`config.mk`:
```
export PLATFORM = sky130hd
export DESIGN_NAME = regfile_writeback_flat
export DESIGN_NICKNAME = d
export VERILOG_FILES = /design/src/rtl/regfile_writeback_if.sv /design/src/rtl/regfile_writeback.sv /design/src/flat_wrapper.sv
export SDC_FILE = /design/constraint.sdc
export NUM_CORES = 1
export LEC_CHECK = 0
export CORE_ASPECT_RATIO = 1.5
export CORE_UTILIZATION = 45
export DETAILED_ROUTE_END_ITERATION = 10
export PLACE_DENSITY = 0.7
export REMOVE_ABC_BUFFERS = 1
export SETUP_SLACK_MARGIN = 0.15
export SYNTH_ARGS = -nofsm -noshare
export SYNTH_HDL_FRONTEND = slang
export SYNTH_SLANG_ARGS = --single-unit
```
`constraint.sdc`:
```
create_clock -name clk -period 5.53 [get_ports clk]
set_input_delay 1.106 -clock clk [delete_from_list [all_inputs] [get_ports clk]]
set_output_delay 1.106 -clock clk [all_outputs]
set_load 0.05 [all_outputs]
```
`src/rtl/regfile_writeback_if.sv`:
```
// Writeback bundle: ALU result, load result, register-file write port and,
// when WB_HAZARD_EN is defined, the decode hazard probe (hzRs/hzBusy).
interface regfile_writeback_if;
    logic        aluValid;
    logic [4:0]  aluRd;
    logic [31:0] aluData;
    logic        aluStall;
    logic        memValid;
    logic [4:0]  memRd;
    logic [31:0] memData;
    logic        memReady;
    logic        writeEnable;
    logic [4:0]  rd;
    logic [31:0] data;
`ifdef WB_HAZARD_EN
    logic [4:0]  hzRs;
    logic        hzBusy;
`endif

    modport master (
        output aluValid, aluRd, aluData, memValid, memRd, memData,
`ifdef WB_HAZARD_EN
        output hzRs,
        input  hzBusy,
`endif
        input  aluStall, memReady, writeEnable, rd, data
    );

    modport slave (
        input  aluValid, aluRd, aluData, memValid, memRd, memData,
`ifdef WB_HAZARD_EN
        input  hzRs,
        output hzBusy,
`endif
        output aluStall, memReady, writeEnable, rd, data
    );
endinterface

```
`src/rtl/regfile_writeback.sv`:
```
// Register-file write-port arbiter: ALU results win, loads queue in a FIFO and
// a starvation counter forces a pop. Optional hazard probe under WB_HAZARD_EN.
module regfile_writeback #(
    parameter int DEPTH        = 4,
    parameter int STARVE_LIMIT = 3
) (
    input logic                clk,
    input logic                reset,
    regfile_writeback_if.slave wb
);
    localparam int PTR_W = $clog2(DEPTH);
    localparam int CNT_W = $clog2(STARVE_LIMIT + 1);
    localparam logic [PTR_W:0]   FULL_CNT  = (PTR_W + 1)'(DEPTH);
    localparam logic [PTR_W:0]   COUNT_ONE = (PTR_W + 1)'(1);
    localparam logic [PTR_W-1:0] PTR_ONE   = PTR_W'(1);
    localparam logic [CNT_W-1:0] STARVE_MAX = CNT_W'(STARVE_LIMIT);
    localparam logic [CNT_W-1:0] STARVE_ONE = CNT_W'(1);

    logic [4:0]       fifo_rd_q   [DEPTH];
    logic [31:0]      fifo_data_q [DEPTH];
    logic [PTR_W-1:0] wptr_q, wptr_d, rptr_q, rptr_d;
    logic [PTR_W:0]   count_q, count_d;
    logic [CNT_W-1:0] cnt_q, cnt_d;
    logic             we_q, we_d;
    logic [4:0]       rd_q, rd_d;
    logic [31:0]      data_q, data_d;

    logic empty, full, stall, ready, push, pop, alu_win;

    always_comb begin
        empty   = (count_q == '0);
        full    = (count_q == FULL_CNT);
        stall   = !reset && !empty && (cnt_q == STARVE_MAX);
        ready   = !reset && !full;
        // Loads to x0 are accepted but never enqueued.
        push    = wb.memValid && ready && (wb.memRd != 5'd0);
        alu_win = wb.aluValid && (wb.aluRd != 5'd0) && !stall;
        pop     = !alu_win && !empty;

        we_d   = alu_win || pop;
        rd_d   = rd_q;
        data_d = data_q;
        if (alu_win) begin
            rd_d   = wb.aluRd;
            data_d = wb.aluData;
        end else if (pop) begin
            rd_d   = fifo_rd_q[rptr_q];
            data_d = fifo_data_q[rptr_q];
        end

        wptr_d  = push ? wptr_q + PTR_ONE : wptr_q;
        rptr_d  = pop  ? rptr_q + PTR_ONE : rptr_q;
        count_d = count_q;
        if (push && !pop) begin
            count_d = count_q + COUNT_ONE;
        end else if (pop && !push) begin
            count_d = count_q - COUNT_ONE;
        end

        cnt_d = cnt_q;
        if (empty || pop) begin
            cnt_d = '0;
        end else if (alu_win && (cnt_q != STARVE_MAX)) begin
            cnt_d = cnt_q + STARVE_ONE;
        end
    end

    always_ff @(posedge clk) begin
        if (reset) begin
            we_q    <= 1'b0;
            rd_q    <= '0;
            data_q  <= '0;
            wptr_q  <= '0;
            rptr_q  <= '0;
            count_q <= '0;
            cnt_q   <= '0;
        end else begin
            we_q    <= we_d;
            rd_q    <= rd_d;
            data_q  <= data_d;
            wptr_q  <= wptr_d;
            rptr_q  <= rptr_d;
            count_q <= count_d;
            cnt_q   <= cnt_d;
        end
    end

    // FIFO payload needs no reset; validity comes from count_q.
    always_ff @(posedge clk) begin
        if (push) begin
            fifo_rd_q[wptr_q]   <= wb.memRd;
            fifo_data_q[wptr_q] <= wb.memData;
        end
    end

    assign wb.aluStall    = stall;
    assign wb.memReady    = ready;
    assign wb.writeEnable = we_q;
    assign wb.rd          = rd_q;
    assign wb.data        = data_q;

`ifdef WB_HAZARD_EN
    logic             hz_hit;
    logic [PTR_W-1:0] hz_off;

    always_comb begin
        hz_hit = 1'b0;
        hz_off = '0;
        for (int i = 0; i < DEPTH; i++) begin
            hz_off = PTR_W'(i) - rptr_q;
            if (({1'b0, hz_off} < count_q) && (fifo_rd_q[i] == wb.hzRs)) begin
                hz_hit = 1'b1;
            end
        end
    end

    assign wb.hzBusy = (wb.hzRs != 5'd0) && (hz_hit || (we_q && (rd_q == wb.hzRs)));
`endif
endmodule

```
`src/flat_wrapper.sv`:
```
// flat-port wrapper written by rule: the top's interface ports become plain ports
module regfile_writeback_flat 
#(
    parameter int DEPTH        = 4,
    parameter int STARVE_LIMIT = 3
)
  (clk, reset, wb_aluValid, wb_aluRd, wb_aluData, wb_memValid, wb_memRd, wb_memData, wb_aluStall, wb_memReady, wb_writeEnable, wb_rd, wb_data);
  regfile_writeback_if wb_i ();
  input logic clk;
  input logic reset;
  input wire logic [$bits(wb_i.aluValid)-1:0] wb_aluValid;
  input wire logic [$bits(wb_i.aluRd)-1:0] wb_aluRd;
  input wire logic [$bits(wb_i.aluData)-1:0] wb_aluData;
  input wire logic [$bits(wb_i.memValid)-1:0] wb_memValid;
  input wire logic [$bits(wb_i.memRd)-1:0] wb_memRd;
  input wire logic [$bits(wb_i.memData)-1:0] wb_memData;
  output wire logic [$bits(wb_i.aluStall)-1:0] wb_aluStall;
  output wire logic [$bits(wb_i.memReady)-1:0] wb_memReady;
  output wire logic [$bits(wb_i.writeEnable)-1:0] wb_writeEnable;
  output wire logic [$bits(wb_i.rd)-1:0] wb_rd;
  output wire logic [$bits(wb_i.data)-1:0] wb_data;
  assign wb_i.aluValid = wb_aluValid;
  assign wb_i.aluRd = wb_aluRd;
  assign wb_i.aluData = wb_aluData;
  assign wb_i.memValid = wb_memValid;
  assign wb_i.memRd = wb_memRd;
  assign wb_i.memData = wb_memData;
  assign wb_aluStall = wb_i.aluStall;
  assign wb_memReady = wb_i.memReady;
  assign wb_writeEnable = wb_i.writeEnable;
  assign wb_rd = wb_i.rd;
  assign wb_data = wb_i.data;
  regfile_writeback #(.DEPTH(DEPTH), .STARVE_LIMIT(STARVE_LIMIT)) u_core (.clk(clk), .reset(reset), .wb(wb_i));
endmodule
```
# Word level (Yosys, flattened, before mapping)
# Memories as Yosys holds them, arrays and structs flattened. A register that Yosys moved wholly into a read port is not among the register bits.
# Cells that the tools add are included.
# op_classes
n_mux,12
add_sub_neg,5
n_reduce_logical,26
eq_ne,3
# ops
cell,count
2-to-1 mux 32 bit,2
logical AND 1 bit,11
2-to-1 mux 5 bit,2
nonzero test 5 bit,2
2-to-1 mux 2 bit,4
zero test 1 bit,7
"adder 2 x 1 -> 2 bit, second input constant",3
2-to-1 mux 3 bit,2
nonzero test 2 bit,2
"adder 3 x 1 -> 3 bit, second input constant",1
"equality test 3 bit, second input constant",1
zero test 3 bit,1
"subtractor 3 x 1 -> 3 bit, second input constant",1
"equality test 2 bit, second input constant",1
logical OR 1 bit,2
2-to-1 mux 1 bit,2
"!= test 2 bit, second input constant",1
OR reduction 2 bit,1
# totals
input_bits,78
output_inout_bits,40
wordCells,55
reg_bits,47
ramBits,148
n_memories,2
# memory_table
memory,words,width,read_ports,rd_ports_with_merged_regs,wr,line_no,text
u_core.fifo_data_q,4,32,1,1,1,regfile_writeback.sv:20,logic [31:0] fifo_data_q [DEPTH];
u_core.fifo_rd_q,4,5,1,1,1,regfile_writeback.sv:19,logic [4:0] fifo_rd_q [DEPTH];

# Logic depth before layout (Yosys ltp)
# logic_depth
ltp_word,11
ltp_mapped,10
depth_no_buf,10

# Least setup slack after synthesis
# No wires, ideal clock.
# synth_timing
path_kind,input to register
startpoint,in reset
endpoint,mem u_core.fifo_data_q[0][0] (enable)
stages,4
path_slack_ns,1.796
t_required_ns,5.132
arrival_ns,3.336
n_path_buf,1
setup_time_ns,0.398
cell_sequence,a21oi_1 > and3_1 > clkbuf_1 > and2_1
# synth_between
elab_chain_cells,6
# synth_lines
element,line_no,text
from (decl),flat_wrapper.sv:10,input logic reset;
zero test 1 bit,regfile_writeback.sv:34,ready = !reset && !full;
logical AND 1 bit,regfile_writeback.sv:34,
logical AND 1 bit (2 in series),regfile_writeback.sv:36,push = wb.memValid && ready && (wb.memRd != 5'd0);
via u_core.push,regfile_writeback.sv:28,"logic empty, full, stall, ready, push, pop, alu_win;"
2-to-1 mux 1 bit,regfile_writeback.sv:90,if (push) begin
2-to-1 mux 1 bit (implied by the code),regfile_writeback.sv:92,fifo_data_q[wptr_q] <= wb.memData;
to (decl),regfile_writeback.sv:20,
# The timed path passes the listed nets, and every way through them passes these cells.

# Worst setup path after layout
# layout_timing
startpoint,in reset
endpoint,out wb_memReady
# layout_between
elab_chain_cells,2
# layout_lines
element,line_no,text
zero test 1 bit,regfile_writeback.sv:34,
logical AND 1 bit,regfile_writeback.sv:34,
to (decl),flat_wrapper.sv:18,output wire logic [$bits(wb_i.memReady)-1:0] wb_memReady;
# No other way between the ends.

==> flow_summary.json <==
{
  "vias": 4322,
  "coreArea_sq_um": 16300,
  "cts_max_level": 4,
  "clock_latency_ns": 0.43,
  "hold_end": "u_core.cnt_q[0]",
  "hold_path.class": "reg -> reg",
  "hold_depth": 1,
  "fin_crit_ns": 3.83,
  "drc_errors": 0,
  "wl_per_cell_um": 19.0,
  "synth_area_per_cell_sq_um": 16.2,
  "cts_buffers": 17,
  "io_buffers": 117,
  "ys_ff_latch": 197,
  "cts.sinks": 197,
  "antenna_found_initial": 0,
  "track_usage_pct": 18.9,
  "worstHoldStart": "u_core.cnt_q[0]",
  "dieWidth_um": 108,
  "layout-drive-gt1-share_pct": 14.7,
  "worstRegToRegCells": 8,
  "critical_path.max_fanout": 29,
  "worstPathRequired_ns": 4.42,
  "grt_start_max_net_pins": 41,
  "grt_pass1_vias": 4649,
  "tightest_slew_ns": 1.04,
  "slew_headroom_pct": 30.8,
  "hold_buffers": 0,
  "root_buffer": "clkbuf_16",
  "r2r_slack_ns": 2.61,
  "viasPerCell": 5.43,
  "timing.fmax_mhz": 261,
  "fin_tns_setup_ns": 0,
  "dp_hpwl_um": 9330,
  "antenna_cells": 0,
  "area_growth_pct": 25.1,
  "synthDistinctLibCells": 33,
  "cts_tree": "done",
  "slew_viol_final": 0,
  "yosysWarningCount": 0,
  "critPathArrivalTime_ns": 2.72,
  "rr_endpoint": "u_core.count_q[2]",
  "irDropWorstVdd_uv": 198,
  "io-pin-count": 118,
  "ys_seq_area_share_pct": 71.8,
  "crit_type": "in -> out",
  "first_pass_iters": 5,
  "cts_resized": 0,
  "grt_pass1_wl_um": 24100,
  "final_net_count": 662,
  "reg2reg_from": "u_core.count_q[0]",
  "rows": 57,
  "netlist_area_sq_um": 7550,
  "power.leakage_nw": 3.11,
  "start_util_pct": 46.2,
  "pwr_density_cell_nw_per_um2": 432,
  "path_clk_slew_ns": 0.07,
  "drv_cap": 0,
  "fin_crit_sh_pct": 69.2,
  "drtIter0Drc": 198,
  "startpoint_type": "input port",
  "hold_viol": 0,
  "die_y_um": 161,
  "rsz0062_at_grt": "no",
  "worstSetupEndpointType": "output port",
  "hold_ws_ns": 0.421,
  "final_core_util_pct": 57.9,
  "wirelength_um": 15200,
  "die_area_sq_um": 17300,
  "routabilityCongestion": 0.746,
  "status": "complete, no violations",
  "ant_nets": 0,
  "setup_viol_count_final": 0,
  "cts_setup_buffers": 0,
  "synth_cells": 467,
  "overflow": 0,
  "finClkSkew_ns": 0.0152,
  "cts.path.max_buffers": 2
}
cells by family after synthesis:
family	after synthesis	share of synthesized area, %
flip-flops	197	71.8
adder cells (fa/ha/maj)	7	1.26
AO/OA/AOI/OAI	47	5.20
XOR/XNOR	2	0.232
multiplexers	42	11.8
AND/OR/NAND/NOR	138	7.47
buffers and inverters	34	2.24
through the flow:
stage / setup slack [ns] / total power, mW / instance area [sq um] / std cells
2_1_floorplan: 1.88 / 2.56 / 7400 / 437
3_3_place_gp: 1.72 / 2.92 / 8880 / 764
3_5_place_dp: 1.61 / 2.95 / 8880 / 764
4_1_cts: 1.70 / 4.13 / 9450 / 796
5_1_grt: 1.66 / 4.26 / 9450 / 796
6_report: 1.70 / 4.08 / 9450 / 796
report_power, final:
group	switching [mW]	internal, mW	total [mW]
logic	0.646	0.443	1.09
registers	0.0818	1.72	1.81
clock network	0.551	0.636	1.19
total	1.28	2.80	4.08
worst max-delay path by stage:
stage                           start                end  slack [ns]  cells after the start
after global placement    wb_aluRd[1]    u_core.wb.rd[1]        1.72                      6
after CTS                       reset        wb_memReady        1.70                      3
after floorplan           wb_aluRd[1]  u_core.wb.data[0]        1.88                      4
final                           reset        wb_memReady        1.70                      3
after global routing            reset        wb_memReady        1.66                      3
after detailed placement  wb_aluRd[1]  u_core.wb.data[8]        1.61                      6
state kept, by name, summed over array words and instances (netlist names), named ones only:
name,count
u_core.wb.rd,5
u_core.cnt_q,2
u_core.fifo_data_q,128
u_core.wb.data,32
u_core.count_q,3
u_core.rptr_q,2
u_core.wptr_q,2
u_core.fifo_rd_q,20
u_core.wb.writeEnable,1
layout by cell type (no fill, tap or decap), drive strengths merged:
cell	netlist	final
o221ai	1	1
nor3	2	2
ha	6	6
fa	1	1
nand2b	1	1
mux2	4	4
a311oi	37	37
nor2b	2	2
mux4	37	37
dfxtp	49	49
and2	4	4
mux2i	1	1
clkdlybuf4s50	0	116
xor2	2	2
clkinvlp	0	1
edfxtp	148	148
bufinv	0	1
a21oi	4	4
buf	17	5
a31o	1	1
clkinv	0	6
nor2	47	47
or3	2	2
o211ai	2	2
nand2	76	76
nand4	1	1
and3	1	1
inv	4	9
clkbuf	13	19
o21ai	2	2
or4	2	2
synthesized netlist by cell type:
| library cell | n | share of area, % |
|---|---|---|
| a21oi_1 | 4 | 0.27 |
| a311oi_1 | 37 | 4.3 |
| a31o_2 | 1 | 0.12 |
| and2_1 | 4 | 0.33 |
| and3_1 | 1 | 0.083 |
| buf_1 | 4 | 0.20 |
| buf_2 | 8 | 0.53 |
| buf_4 | 2 | 0.20 |
| buf_6 | 3 | 0.45 |
| clkbuf_1 | 12 | 0.60 |
| clkbuf_2 | 1 | 0.066 |
| dfxtp_1 | 49 | 13 |
| edfxtp_1 | 148 | 59 |
| fa_1 | 1 | 0.27 |
| ha_1 | 6 | 0.99 |
| inv_1 | 4 | 0.20 |
| mux2_2 | 4 | 0.60 |
| mux2i_1 | 1 | 0.13 |
| mux4_2 | 37 | 11 |
| nand2_1 | 76 | 3.8 |
| nand2b_1 | 1 | 0.083 |
| nand4_1 | 1 | 0.083 |
| nor2_1 | 47 | 2.3 |
| nor2b_1 | 2 | 0.17 |
| nor3_1 | 1 | 0.066 |
| nor3_2 | 1 | 0.13 |
| o211ai_1 | 2 | 0.20 |
| o21ai_0 | 2 | 0.13 |
| o221ai_2 | 1 | 0.20 |
| or3_1 | 2 | 0.17 |
| or4_1 | 1 | 0.099 |
| or4_4 | 1 | 0.15 |
| xor2_1 | 2 | 0.23 |
layer usage:
metal	up-vias	track usage, %	share of wire (%)
li1	2014	-	-
met1	2163	21.6	39
met2	120	33.7	54
met3	25	3.98	4.6
met4	0	8.16	2.4
met5	-	0	0
final cells by class:
| class | instances | area [sq um] |
|---|---|---|
| flip-flops and latches | 197 | 5430 |
| inverters | 4 | 15.0 |
| clock inverters | 13 | 140 |
| clock buffers | 19 | 433 |
| repair buffers | 121 | 1200 |
| fillers | 1272 | 6880 |
| multi-input cells | 236 | 1980 |
| well taps | 206 | 258 |
critical path: stages:
cell and delay, ns:
buf_2 0.29, a21oi_1 0.43, clkdlybuf4s50_1 0.89
(Power assumes the default switching activity.)
